--- src/rtl/operand_frame_driver.sv ---
// operand_frame_driver: host-side driver for the nibble-serial add/multiply chip.
// Accepts an operand pair over valid/ready, streams it to the chip as a strobed
// nibble frame, collects the two result bytes and returns them (or a timeout
// error) over a second valid/ready handshake. All outputs are registered.
module operand_frame_driver #(
    parameter int FRAME_LEN = 6,   // strobe cycles per frame, 5..15
    parameter int TIMEOUT   = 64   // max cycles in WAIT, 2..255
) (
    input  logic        clock,
    input  logic        reset,
    input  logic        cmd_valid,
    output logic        cmd_ready,
    input  logic [15:0] cmd_a,
    input  logic [15:0] cmd_b,
    input  logic        cmd_op,
    output logic [11:0] chip_in,
    input  logic [11:0] chip_out,
    output logic        rsp_valid,
    input  logic        rsp_ready,
    output logic [15:0] rsp_data,
    output logic        rsp_err
);

    typedef enum logic [2:0] {
        S_IDLE,
        S_SEND,
        S_WAIT,
        S_HI,
        S_RSP
    } state_t;

    localparam logic [3:0] LAST_BEAT = 4'(FRAME_LEN - 1);
    localparam logic [7:0] TMO_LAST  = 8'(TIMEOUT - 1);

    state_t      state_q, state_d;
    logic [3:0]  beat_q, beat_d;
    logic [7:0]  tmo_q, tmo_d;
    logic [15:0] a_q, a_d;
    logic [15:0] b_q, b_d;
    logic        op_q, op_d;
    logic [7:0]  lo_q, lo_d;
    logic [11:0] chip_in_q, chip_in_d;
    logic        cmd_ready_q, cmd_ready_d;
    logic        rsp_valid_q, rsp_valid_d;
    logic [15:0] rsp_data_q, rsp_data_d;
    logic        rsp_err_q, rsp_err_d;

    // Pins [11:9] of the chip output carry nothing this driver uses.
    logic unused_chip_bits;
    assign unused_chip_bits = ^chip_out[11:9];

    // Next-state logic plus the registered output values derived from the next state.
    always_comb begin
        // NOTE: every variable gets a default first so no path can infer a latch.
        state_d     = state_q;
        beat_d      = beat_q;
        tmo_d       = tmo_q;
        a_d         = a_q;
        b_d         = b_q;
        op_d        = op_q;
        lo_d        = lo_q;
        rsp_data_d  = rsp_data_q;
        rsp_err_d   = rsp_err_q;

        unique case (state_q)
            S_IDLE: begin
                if (cmd_valid && cmd_ready_q) begin
                    a_d     = cmd_a;
                    b_d     = cmd_b;
                    op_d    = cmd_op;
                    beat_d  = 4'd0;
                    state_d = S_SEND;
                end
            end
            S_SEND: begin
                if (beat_q == LAST_BEAT) begin
                    tmo_d   = 8'd0;
                    state_d = S_WAIT;
                end else begin
                    beat_d = beat_q + 4'd1;
                end
            end
            S_WAIT: begin
                if (chip_out[8]) begin
                    lo_d    = chip_out[7:0];
                    state_d = S_HI;
                end else if (tmo_q == TMO_LAST) begin
                    rsp_data_d = 16'h0000;
                    rsp_err_d  = 1'b1;
                    state_d    = S_RSP;
                end else begin
                    tmo_d = tmo_q + 8'd1;
                end
            end
            S_HI: begin
                // The high byte follows the low byte unconditionally; its valid bit is not checked.
                rsp_data_d = {chip_out[7:0], lo_q};
                rsp_err_d  = 1'b0;
                state_d    = S_RSP;
            end
            S_RSP: begin
                if (rsp_ready) begin
                    state_d = S_IDLE;
                end
            end
            default: state_d = S_IDLE;
        endcase

        cmd_ready_d = (state_d == S_IDLE);
        rsp_valid_d = (state_d == S_RSP);

        // The op select stays on the pins from the first beat until the response is taken,
        // because the chip samples it after the frame has ended.
        chip_in_d = 12'h000;
        if (state_d != S_IDLE) begin
            chip_in_d[8] = op_d;
        end
        if (state_d == S_SEND) begin
            chip_in_d[9] = 1'b1;
            if (beat_d < 4'd4) begin
                chip_in_d[3:0] = a_d[{beat_d[1:0], 2'b00} +: 4];
                chip_in_d[7:4] = b_d[{beat_d[1:0], 2'b00} +: 4];
            end
        end
    end

    // State and output registers; reset drops every output at once.
    always_ff @(posedge clock or posedge reset) begin
        if (reset) begin
            state_q     <= S_IDLE;
            beat_q      <= 4'd0;
            tmo_q       <= 8'd0;
            a_q         <= 16'h0000;
            b_q         <= 16'h0000;
            op_q        <= 1'b0;
            lo_q        <= 8'h00;
            chip_in_q   <= 12'h000;
            cmd_ready_q <= 1'b0;
            rsp_valid_q <= 1'b0;
            rsp_data_q  <= 16'h0000;
            rsp_err_q   <= 1'b0;
        end else begin
            // NOTE: non-blocking assignments so every register samples pre-edge values.
            state_q     <= state_d;
            beat_q      <= beat_d;
            tmo_q       <= tmo_d;
            a_q         <= a_d;
            b_q         <= b_d;
            op_q        <= op_d;
            lo_q        <= lo_d;
            chip_in_q   <= chip_in_d;
            cmd_ready_q <= cmd_ready_d;
            rsp_valid_q <= rsp_valid_d;
            rsp_data_q  <= rsp_data_d;
            rsp_err_q   <= rsp_err_d;
        end
    end

    assign cmd_ready = cmd_ready_q;
    assign chip_in   = chip_in_q;
    assign rsp_valid = rsp_valid_q;
    assign rsp_data  = rsp_data_q;
    assign rsp_err   = rsp_err_q;

endmodule

--- config.mk ---
export PLATFORM = sky130hd
export DESIGN_NAME = operand_frame_driver
export DESIGN_NICKNAME = d
export VERILOG_FILES = /design/src/rtl/operand_frame_driver.sv
export SDC_FILE = /design/constraint.sdc
export NUM_CORES = 1
export LEC_CHECK = 0
export BUFFER_PORTS_ARGS = -buffer_cell sky130_fd_sc_hd__buf_2
export CORE_ASPECT_RATIO = 1.4
export CORE_MARGIN = 3
export CORE_UTILIZATION = 49
export CTS_CLUSTER_DIAMETER = 30
export DETAILED_ROUTE_END_ITERATION = 16
export PLACE_DENSITY = 0.76
export SETUP_SLACK_MARGIN = 0.3
export SYNTH_ARGS = -nofsm -noshare
export SYNTH_HDL_FRONTEND = slang
export SYNTH_SLANG_ARGS = --single-unit
export TNS_END_PERCENT = 30
--- constraint.sdc ---
create_clock -name clock -period 2.57 [get_ports clock]
set_input_delay 0.514 -clock clock [delete_from_list [all_inputs] [get_ports clock]]
set_output_delay 0.514 -clock clock [all_outputs]
set_load 0.01 [all_outputs]
* Yosys cells after proc, flatten, opt, wreduce, memory -nomap -nowiden
Cells that the tools add are included.
Cells by class: add/sub/neg operators 2, order comparisons 1, eq/ne operators 12, shift operators 2, multiplexer cells 29, reductions and logical operators 9
Operator list (number):
- 16-bit two-way mux | 6
- 8-bit two-way mux | 5
- 16-bit one-hot mux with 2 select lines | 1
- 16-bit by 5-bit indexed part select with 4-bit output | 2
- 8-bit one-hot mux with 2 select lines | 1
- 3-bit two-way mux | 5
- 3-bit one-hot mux with 5 select lines | 1
- 8-bit by 1-bit adder with 8-bit output, second input constant | 1
- 8-bit by 6-bit == test with 1-bit output, second input constant | 1
- 4-bit two-way mux | 2
- 2-bit inequality test, second input constant | 4
- 4-bit one-hot mux with 2 select lines | 1
- 3-bit by 1-bit == test with 1-bit output, second input constant | 2
- 3-bit by 2-bit == test with 1-bit output, second input constant | 2
- 3-bit == test, second input constant | 2
- 3-bit logical NOT | 2
- 1-bit two-way mux | 6
- 4-bit by 1-bit adder with 4-bit output, second input constant | 1
- 4-bit by 3-bit == test with 1-bit output, second input constant | 1
- 4-bit by 3-bit less-than comparator with 1-bit output, second input constant | 1
- 4-bit AND reduction | 1
- 2-bit nonzero test | 2
- 3-bit AND reduction | 1
- 3-bit nonzero test | 1
- 3 further kinds | 3
Storage, ports and cells: register bits 85, input port bits 49, word-level logic and storage cells 67

* Longest topological paths before layout
Gate-level depths: netlist of the first run.
depth after elaboration 6, mapped depth 8, gate-level depth less buffers 7

* Worst setup path after synthesis of the first run
OpenSTA, ideal clock, no wires.
kind register -> register, start register beat_q[0], end register chip_in_q[6], in the netlist chip_in[6], data arrival time 1989 ps, setup slack 480 ps, cell stages (with the launch flop) 8, path through dfrtp_1 ha_1 and3b_1 a2111oi_4 mux2i_4 buf_6 mux2i_1 o32ai_1
On the way: word-level cells in the longest chain between the ends 6
RTL lines:
- start: declaration | RTL line 36 | logic [3:0] beat_q, beat_d;
- start signal: assignment | RTL line 145 | beat_q <= beat_d;
- 4-bit by 1-bit adder with 4-bit output or 4-bit by 3-bit == test with 1-bit output (tied branches) | RTL line 80, 76
- 4-bit two-way mux | RTL line 76 | if (beat_q == LAST_BEAT) begin
- 4-bit one-hot mux with 2 select lines (*) | RTL line 65 | unique case (state_q)
- net beat_d[0] | RTL line 36
- 16-bit by 5-bit indexed part select with 4-bit output or 4-bit by 3-bit less-than comparator with 1-bit output (tied branches) | RTL line 122, 120
- 8-bit two-way mux (*) | RTL line 120 | if (beat_d < 4'd4) begin
- 8-bit two-way mux (*) | RTL line 118 | if (state_d == S_SEND) begin
- net chip_in_d[6] | RTL line 42 | logic [11:0] chip_in_q, chip_in_d;
- end signal: assignment | RTL line 151 | chip_in_q <= chip_in_d;
- end: declaration | RTL line 42
Mark *: on every way through the listed nets, which the timed path passes. The rest lies on a longest branch. A chain may end at the register's enable or synchronous reset.

* Worst setup path after layout of the first run
start register beat_q[0], end register chip_in_q[2], in the netlist chip_in[2]
On the way: word-level cells in the longest chain between the ends 6
RTL lines (RTL line):
- 4-bit by 1-bit adder with 4-bit output or 4-bit by 3-bit == test with 1-bit output (tied branches) | 80, 76
- 4-bit two-way mux | 76
- 4-bit one-hot mux with 2 select lines | 65
- 16-bit by 5-bit indexed part select with 4-bit output or 4-bit by 3-bit less-than comparator with 1-bit output (tied branches) | 121, 120
- 8-bit two-way mux | 120
- 8-bit two-way mux (*) | 118
- net chip_in_d[2] | 42
Marked as above.

==> flow_summary.yaml, run 1 <==
floorplan:
  rows: 36
  die_width_um: 78.8
  core_um2: 7070
  start_util: 0.514
  ioPinCount: 80
  fp.dieH_um: 108
  dieArea_um2: 8500
timing:
  clock_skew_ns: 0.00913
  rsz0062_at_grt: "true"
  fin_crit_ns: 2.27
  final.period_utilization: 0.882
  hold_viol: 0
  worst_slew_pin_slew_ns: 0.815
  fmax_ghz: 0.441
  whs_ns: 0.246
  drv_slew: 0
  timing.slew.headroom: 0.457
  setup_violations: 0
  tns_ns: 0
routing:
  wl_per_cell_um: 16.0
  viasPerCell: 5.31
  antenna_left: 0
  num_vias: 2352
  drt_wl_total_um: 7080
  drt_first_pass_iters: 4
  first_iter_violations: 124
  drc_errors: 0
yosys:
  postSynth.asyncResetShare: 1.00
  seq_area_frac_synth: 0.585
  ys_types: 48
  ys.warnings.count: 0
  syn-cell-area_um2: 3630
  synth_top_area_cell: "dfrtp_1"
  synth-seq-cells: 85
  synth_top_area_share: 0.585
  synth_edf_count: 0
  avgSynthCellArea_um2: 13.9
  ys_top_cells_by_area: "dfrtp_1 (59%), mux2_2 (13%), mux2i_1 (4.4%)"
  syn-instance-count: 262
  synth-main-ff-cell: "dfrtp_1"
critical_path:
  reg2regPathDepth: 7
  critPathSlowestCell: "a2111oi_4"
  path_depth: 7
  worstPathRequired_ns: 2.81
  setup.worst_path.start: "beat_q[0]"
  r2r_slack_ns: 0.30
  crit_path_end_kind: "flip-flop"
  rr_endpoint: "chip_in[2]"
  worst_setup_path_start_kind: "flip-flop"
  path_buf_inv: 1
  critPathTopFamily: "compound AO/OA/AOI/OAI gates"
  worstPathCellList: "ha_1 -> and3b_1 -> a2111oi_4 -> mux2i_4 -> buf_4 -> mux2i_1 -> o32ai_1"
  r2r-start: "beat_q[0]"
  cp.arrival_ns: 2.51
  crit_end: "chip_in[2]"
  cpPeakStageDelay_ns: 0.47
  path_class: "reg2reg"
  crit_path_max_fanout: 7
global_routing:
  grtUsageTotal: 0.177
  grt_max_degree: 42
  grt_pass1_wl_um: 11800
  grt_overflow_total: 0
  antenna_found_initial: 0
  grt_pass1_vias: 2485
finish:
  num_antenna_cells: 0
  fin_area_um2: 4390
  final_common_cell: "dfrtp_1"
  syn_to_final_growth_pct: 20.8
  drive_gt1_frac: 0.437
  final_nets: 395
  most-common-layout-cells: "dfrtp_1 (85), buf_2 (74), mux2_2 (42)"
  stdcell_count: 443
  final.fill_count: 567
placed_design:
  placed_cells: 425
  post_dp_cell_area_um2: 4120
  gp_congestion: 0.743
  hpwl_um: 4960
  port_buffers: 74
job:
  maxCapViolCount: 0
clock_tree:
  tritoncts: "done"
  clkTransAtPathRegs_ns: 0.08
  insertion_delay_ns: 0.35
  cts_buffers: 9
  cts_num_sinks: 85
  cts_root_buffer: "clkbuf_8"
  cts_max_level: 3
  clk_path_buf_depth: 2
pwr:
  finalPower_mw: 6.23
  p_leak_nw: 2.09
  powerDensity_nw_per_um2: 1420
  peakVddDrop_mv: 0.698
status:
  status: "finished, final reports clean"
worst_hold_path:
  hp-class: "in2async"
## logic make-up (layout without fill, tap and decap cells)
logic type | count (synthesis) | count (layout) | synth area share
flops | 85 | 85 | 0.585
compound gates | 48 | 48 | 0.111
mux | 59 | 59 | 0.180
simple gates | 42 | 42 | 0.0730
other cells | 1 | 2 | 0.00103
buf+inv | 19 | 104 | 0.0275
xor+xnor | 5 | 5 | 0.0121
fa+ha+maj | 3 | 3 | 0.0103
## synth_stat cells, types with 2 or more instances
master,instances
or3_1,2
and3_1,2
a21oi_1,3
nand2_1,7
o21ai_0,9
and2_1,4
clkbuf_1,2
mux2i_1,16
buf_4,4
nand2b_1,2
a21oi_2,2
nor2b_1,2
dfrtp_1,85
inv_1,5
o32ai_1,8
buf_2,5
nor3_1,2
mux2_2,42
xor2_1,3
ha_1,3
o31a_1,2
a22o_1,16
nand3_1,3
o31ai_1,2
xnor2_1,2
o22ai_1,2
nor2_1,6
## registers in the layout (all words and copies together), names as in the netlist
signal / cells
state_q: 3
a_q: 16
tmo_q: 8
lo_q: 8
rsp_data: 16
b_q: 16
rsp_valid: 1
chip_in: 10
rsp_err: 1
beat_q: 4
op_q: 1
cmd_ready: 1
## cell type report
cell class | count | area [um2] | share of cell area
inverter | 6 | 26.3 | 0.00598
multi-input combinational | 159 | 1410 | 0.322
sequential | 85 | 2130 | 0.484
clock inverter | 6 | 111 | 0.0254
tap | 95 | 119 | 0.0271
clock buffer | 10 | 128 | 0.0291
timing repair buffer | 82 | 468 | 0.107
## routing by layer
| metal | share of wire | GRT usage |
|---|---|---|
| met5 | 0 | 0 |
| met4 | 0.024 | 0.0863 |
| met3 | 0.054 | 0.0369 |
| met2 | 0.50 | 0.289 |
| met1 | 0.42 | 0.224 |
## metrics by stage
| step | utilization | setup WS [ns] |
|---|---|---|
| 4_1_cts | 0.621 | 0.314 |
| 3_3_place_gp | 0.583 | 0.279 |
| 5_1_grt | 0.621 | 0.200 |
| 6_report | 0.621 | 0.303 |
| 2_1_floorplan | - | 0.480 |
| 3_5_place_dp | 0.583 | 0.226 |
## where the power goes
part           leakage [nW]  internal (mW)  switching [mW]  total [mW]
Combinational         0.922           1.44            1.37        2.81
Clock                 0.116          0.646           0.466        1.11
Sequential             1.06           1.98           0.329        2.31
Total                  2.09           4.07            2.16        6.23
## how the worst min path moves through the flow
stage | from | end | cells after the start
2_1_floorplan | tmo_q[1] | tmo_q[1] | 2
3_3_place_gp | lo_q[3] | rsp_data[3] | 1
3_5_place_dp | rsp_data[15] | rsp_data[15] | 1
4_1_cts | reset | chip_in[3] | 2
5_1_grt | reset | chip_in[3] | 2
6_report | reset | b_q[13] | 2
## what timing repair did
action / CTS / global route
hold buffers: 0 / 0
pin swaps: 1 / 0
buffers inserted: 2 / 0
endpoints found under the setup margin: 8 / 15
gates resized for setup: 0 / 1
## worst register-to-register path, stage by stage (launching register included)
cell       delay (ns)
dfrtp_1          0.46
ha_1             0.25
and3b_1          0.23
a2111oi_4        0.47
mux2i_4          0.17
buf_4            0.22
mux2i_1          0.12
o32ai_1          0.24
Power figures use the tool's default switching activity.
==> run 2, diff against run 1 <==
--- a/config.mk
+++ b/config.mk
@@ -7,8 +7,9 @@
 export LEC_CHECK = 0
 export BUFFER_PORTS_ARGS = -buffer_cell sky130_fd_sc_hd__buf_2
 export CORE_ASPECT_RATIO = 1.4
-export CORE_MARGIN = 3
+export CORE_MARGIN = 5
 export CORE_UTILIZATION = 49
+export CTS_BUF_LIST = sky130_fd_sc_hd__clkbuf_16
 export CTS_CLUSTER_DIAMETER = 30
 export DETAILED_ROUTE_END_ITERATION = 16
 export PLACE_DENSITY = 0.76
==> run 2 against run 1 <==
Maximum frequency is 4.2% higher. Total power increased by 5.1%. Design area up 2.7%. Cell count is 1.4% higher.
==> flow_summary.yaml, run 2 (synthesis results as in run 1) <==
timing:
  fin_crit_ns: 2.18
  setup_violations: 0
  rsz0062_at_grt: "true"
  final.period_utilization: 0.846
  drv_slew: 0
  timing.slew.headroom: 0.478
  hold_viol: 0
  clock_skew_ns: 0.00588
  fmax_ghz: 0.460
  worst_slew_pin_slew_ns: 0.783
  tns_ns: 0
floorplan:
  dieArea_um2: 9260
  ioPinCount: 80
  rows: 37
  start_util: 0.497
  die_width_um: 82.8
  fp.dieH_um: 112
  core_um2: 7310
finish:
  most-common-layout-cells: "dfrtp_1 (85), buf_2 (74), mux2_2 (42)"
  syn_to_final_growth_pct: 24.1
  final_nets: 399
  final_common_cell: "dfrtp_1"
  drive_gt1_frac: 0.449
  num_antenna_cells: 0
clock_tree:
  cts_root_buffer: "clkbuf_16"
  cts_max_level: 3
  cts_num_sinks: 85
  insertion_delay_ns: 0.33
  tritoncts: "done"
  holdBufCountCts: 0
  clkTransAtPathRegs_ns: 0.06
  clk_path_buf_depth: 2
  cts_buffers: 9
critical_path:
  path_class: "reg2reg"
  crit_end: "chip_in[5]"
  setup.worst_path.start: "beat_q[0]"
  reg2regPathDepth: 7
  cp.arrival_ns: 2.37
  worstPathRequired_ns: 2.77
  worst_setup_path_start_kind: "flip-flop"
  r2r-start: "beat_q[0]"
  crit_path_end_kind: "flip-flop"
  crit_path_max_fanout: 7
  r2r_slack_ns: 0.39
  rr_endpoint: "chip_in[5]"
placed_design:
  hpwl_um: 4970
  gp_congestion: 0.863
  port_buffers: 74
global_routing:
  antenna_found_initial: 0
  grt_pass1_vias: 2547
  grtUsageTotal: 0.169
  grt_pass1_wl_um: 12000
  grt_max_degree: 46
  grt_overflow_total: 0
routing:
  first_iter_violations: 56
  drt_wl_total_um: 7110
  wl_per_cell_um: 15.8
  drc_errors: 0
  antenna_left: 0
  num_vias: 2361
  drt_first_pass_iters: 4
  viasPerCell: 5.26
job:
  maxCapViolCount: 0
status:
  status: "finished, final reports clean"
pwr:
  finalPower_mw: 6.55
  p_leak_nw: 2.15
  powerDensity_nw_per_um2: 1450
  peakVddDrop_mv: 0.901
worst_hold_path:
  hp-class: "in2async"
run 2: layout make-up:
cell class              count  area [um2]
multi-input cells         159        1430
fillers                   602        2810
inverters                   6        26.3
clock buffers               9         225
clock inverters             7        73.8
flip-flops and latches     85        2130
well taps                  97         121
repair buffers             86         510
run 2: report_power, final:
group | total (mW) | internal (mW) | switching (mW) | leakage, nW
combinational | 3.00 | 1.54 | 1.46 | 0.949
sequential | 2.28 | 1.99 | 0.291 | 1.06
clock | 1.27 | 0.755 | 0.516 | 0.146
run 2: timing repair:
action,CTS,global route
setup buffers,2,0
resized for setup,0,2
pin swaps,0,1
endpoints found under the hold margin,0,0
setup endpoints to repair,8,22
run 2: how the worst min path moves through the flow:
stage	start	end	slack (ns)	depth (start not counted)
4_1_cts	reset	b_q[9]	0.24	3
3_3_place_gp	lo_q[4]	rsp_data[4]	0.48	1
2_1_floorplan	tmo_q[1]	tmo_q[1]	0.47	2
5_1_grt	reset	b_q[9]	0.26	3
6_report	reset	b_q[9]	0.23	3
3_5_place_dp	rsp_data[15]	rsp_data[15]	0.48	1
run 2: per-stage QoR:
step	hold WS (ns)	utilization	area [um2]	setup WS, ns	std cells
6_report	0.232	0.616	4510	0.395	449
3_3_place_gp	0.478	0.568	4160	0.259	431
3_5_place_dp	0.477	0.568	4160	0.195	431
5_1_grt	0.258	0.616	4510	0.286	449
2_1_floorplan	0.468	-	3640	0.480	263
4_1_cts	0.242	0.615	4500	0.383	449
run 2: worst max-delay path: stages, from the launching register on:
cell and delay (ns):
dfrtp_1 0.45, ha_1 0.26, and3b_1 0.23, a2111oi_4 0.38, mux2i_4 0.16, buf_12 0.17, mux2i_1 0.25, o32ai_1 0.14
run 2: per-layer routing:
layer  share of wire  up-vias  wire length [um]  track usage
met2            0.50       69              3570        0.283
met4           0.023        0               165       0.0578
li1                -     1122                 -            -
met3           0.068       14               484       0.0534
met5               0        -                 0            0
met1            0.41     1156              2890        0.203
==> run 3, diff against run 2 <==
--- a/config.mk
+++ b/config.mk
@@ -8,11 +8,11 @@
 export BUFFER_PORTS_ARGS = -buffer_cell sky130_fd_sc_hd__buf_2
 export CORE_ASPECT_RATIO = 1.4
 export CORE_MARGIN = 5
-export CORE_UTILIZATION = 49
+export CORE_UTILIZATION = 54
 export CTS_BUF_LIST = sky130_fd_sc_hd__clkbuf_16
 export CTS_CLUSTER_DIAMETER = 30
 export DETAILED_ROUTE_END_ITERATION = 16
-export PLACE_DENSITY = 0.76
+export PLACE_DENSITY = 0.79
 export SETUP_SLACK_MARGIN = 0.3
 export SYNTH_ARGS = -nofsm -noshare
 export SYNTH_HDL_FRONTEND = slang
==> constraint.sdc (replaced) <==
create_clock -name clock -period 2.2 [get_ports clock]
set_input_delay 0.44 -clock clock [delete_from_list [all_inputs] [get_ports clock]]
set_output_delay 0.44 -clock clock [all_outputs]
set_load 0.01 [all_outputs]
==> run 3 against run 2 <==
Worst setup slack got worse by 0.26 ns. Utilization increased by 8.6 points. Maximum frequency increased by 5.5%. Count of clock-buffer cells in the layout unchanged. Largest cell class unchanged. Combinational power increased by 28%. Design area increased by 2.4%. Via count increased by 4.6%. Cell count decreased by 1.1%. Critical path type unchanged.
==> flow_summary.yaml, run 3 (synthesis results as in run 1) <==
pwr:
  intPower_mw: 5.21
  p_clk_frac: 0.186
  powerDensity_nw_per_um2: 1730
  combPwrFrac: 0.481
  p_leak_nw: 2.22
  swShare: 0.350
  seqPwrFrac: 0.333
  switching_power_mw: 2.80
  peakVddDrop_mv: 1.01
  finalPower_mw: 8.01
timing:
  clock_skew_ns: 0.00713
  setup_violations: 0
  final.period_utilization: 0.937
  fin_crit_ns: 2.06
  fin_ws_ns: 0.139
  worst_slew_pin_slew_ns: 0.641
  rsz0062_at_grt: "true"
  fmax_ghz: 0.485
  drv_slew: 0
  timing.slew.headroom: 0.567
  hold_viol: 0
routing:
  viasPerCell: 5.56
  drt_wl_total_um: 7890
  num_vias: 2469
  antenna_left: 0
  first_iter_violations: 99
  drc_errors: 0
  wl_per_cell_um: 17.8
  drt_first_pass_iters: 4
critical_path:
  cp.arrival_ns: 2.29
  path_class: "reg2reg"
  crit_path_max_fanout: 9
  worstPathRequired_ns: 2.43
  worst_setup_path_start_kind: "flip-flop"
  crit_path_end_kind: "flip-flop"
floorplan:
  start_util: 0.553
  core_um2: 6570
  die_width_um: 79.3
  rows: 35
  fp.dieH_um: 107
  dieArea_um2: 8500
  ioPinCount: 80
finish:
  syn_to_final_growth_pct: 27.0
  drive_gt1_frac: 0.489
  most-common-layout-cells: "dfrtp_1 (85), buf_2 (74), mux2_2 (42)"
  final.fill_count: 468
  final_common_cell: "dfrtp_1"
  stdcell_count: 444
  final_nets: 417
  num_antenna_cells: 0
clock_tree:
  clkTransAtPathRegs_ns: 0.06
  tritoncts: "done"
  insertion_delay_ns: 0.34
  clk_path_buf_depth: 2
  holdBufCountCts: 0
  cts_num_sinks: 85
  cts_max_level: 3
  cts_root_buffer: "clkbuf_16"
  cts_buffers: 9
placed_design:
  port_buffers: 74
  placed_cells: 419
  gp_congestion: 0.821
  pre_cts_slack_ns: -0.0615
  hpwl_um: 5440
job:
  maxCapViolCount: 0
global_routing:
  grt_pass1_wl_um: 12400
  grtUsageTotal: 0.191
  grt_max_degree: 45
  grt_pass1_vias: 2688
  grt_overflow_total: 0
  antenna_found_initial: 0
worst_hold_path:
  hp-class: "in2async"
status:
  status: "finished, final reports clean"
run 3: cell count changes in the layout (fill, tap and decap cells not counted), moves of 2 or more:
cell | previous run | this run
clkinvlp_4 | 2 | 4
buf_4 | 8 | 25
buf_6 | 0 | 3
clkinv_2 | 2 | 0
buf_12 | 4 | 2
run 3: final cells by class:
class                           count  area [um2]  share of cell area
Sequential cell                    85        2130               0.461
Multi-Input combinational cell    159        1440               0.312
Timing Repair Buffer              104         632               0.137
Clock buffer                        9         225              0.0488
Tap cell                           74        92.6              0.0201
Clock inverter                      7        73.8              0.0160
Inverter                            6        26.3             0.00569
run 3: per-stage QoR:
| step | utilization | area [um2] | setup TNS [ns] | hold WS [ns] |
|---|---|---|---|---|
| final | 0.703 | 4620 | 0 | 0.247 |
| after global routing | 0.703 | 4620 | 0 | 0.303 |
| after CTS | 0.693 | 4550 | 0 | 0.261 |
| after detailed placement | 0.639 | 4200 | -0.0615 | 0.481 |
| after global placement | 0.639 | 4200 | 0 | 0.478 |
| after floorplan | - | 3640 | 0 | 0.468 |
run 3: power by group through the flow:
stage,clock [mW],sequential (mW),combinational [mW]
floorplan,0,2.73,2.37
global placement,0,2.63,3.36
detailed placement,0,2.68,3.47
CTS,1.51,2.66,3.69
global route,1.59,2.75,4.18
finish,1.49,2.67,3.85
run 3: final timing paths:
kind,start,to,slack [ns],cells after the start
setup / recovery,beat_q[1],chip_in[2],0.14,8
hold / removal,reset,b_q[12],0.25,3
setup reg to reg,beat_q[1],chip_in[2],0.14,8
hold reg to reg,rsp_data[8],rsp_data[8],0.50,1
max in group asynchronous,reset,cmd_ready,1.56,3
min in group clock,chip_out[5],rsp_data[13],0.34,2
run 3: timing repair:
item                       4_1_cts  5_1_grt
gates resized for setup          4        7
pin swaps                        4        6
setup buffers                    4        5
setup endpoints to repair       21       29
run 3: critical path, stage by stage, from the launching register on:
cell and delay [ns]:
dfrtp_1 0.36, inv_2 0.05, ha_2 0.17, and3b_2 0.24, a2111oi_4 0.38, mux2i_4 0.16
buf_12 0.17, mux2i_1 0.15, o32ai_1 0.27
run 3: per-layer routing:
metal,vias to the layer above,part of all wire,track usage
met5,-,0,0
met2,67,0.54,0.340
met1,1222,0.39,0.209
met3,16,0.050,0.0454
li1,1164,-,-
met4,0,0.027,0.0934
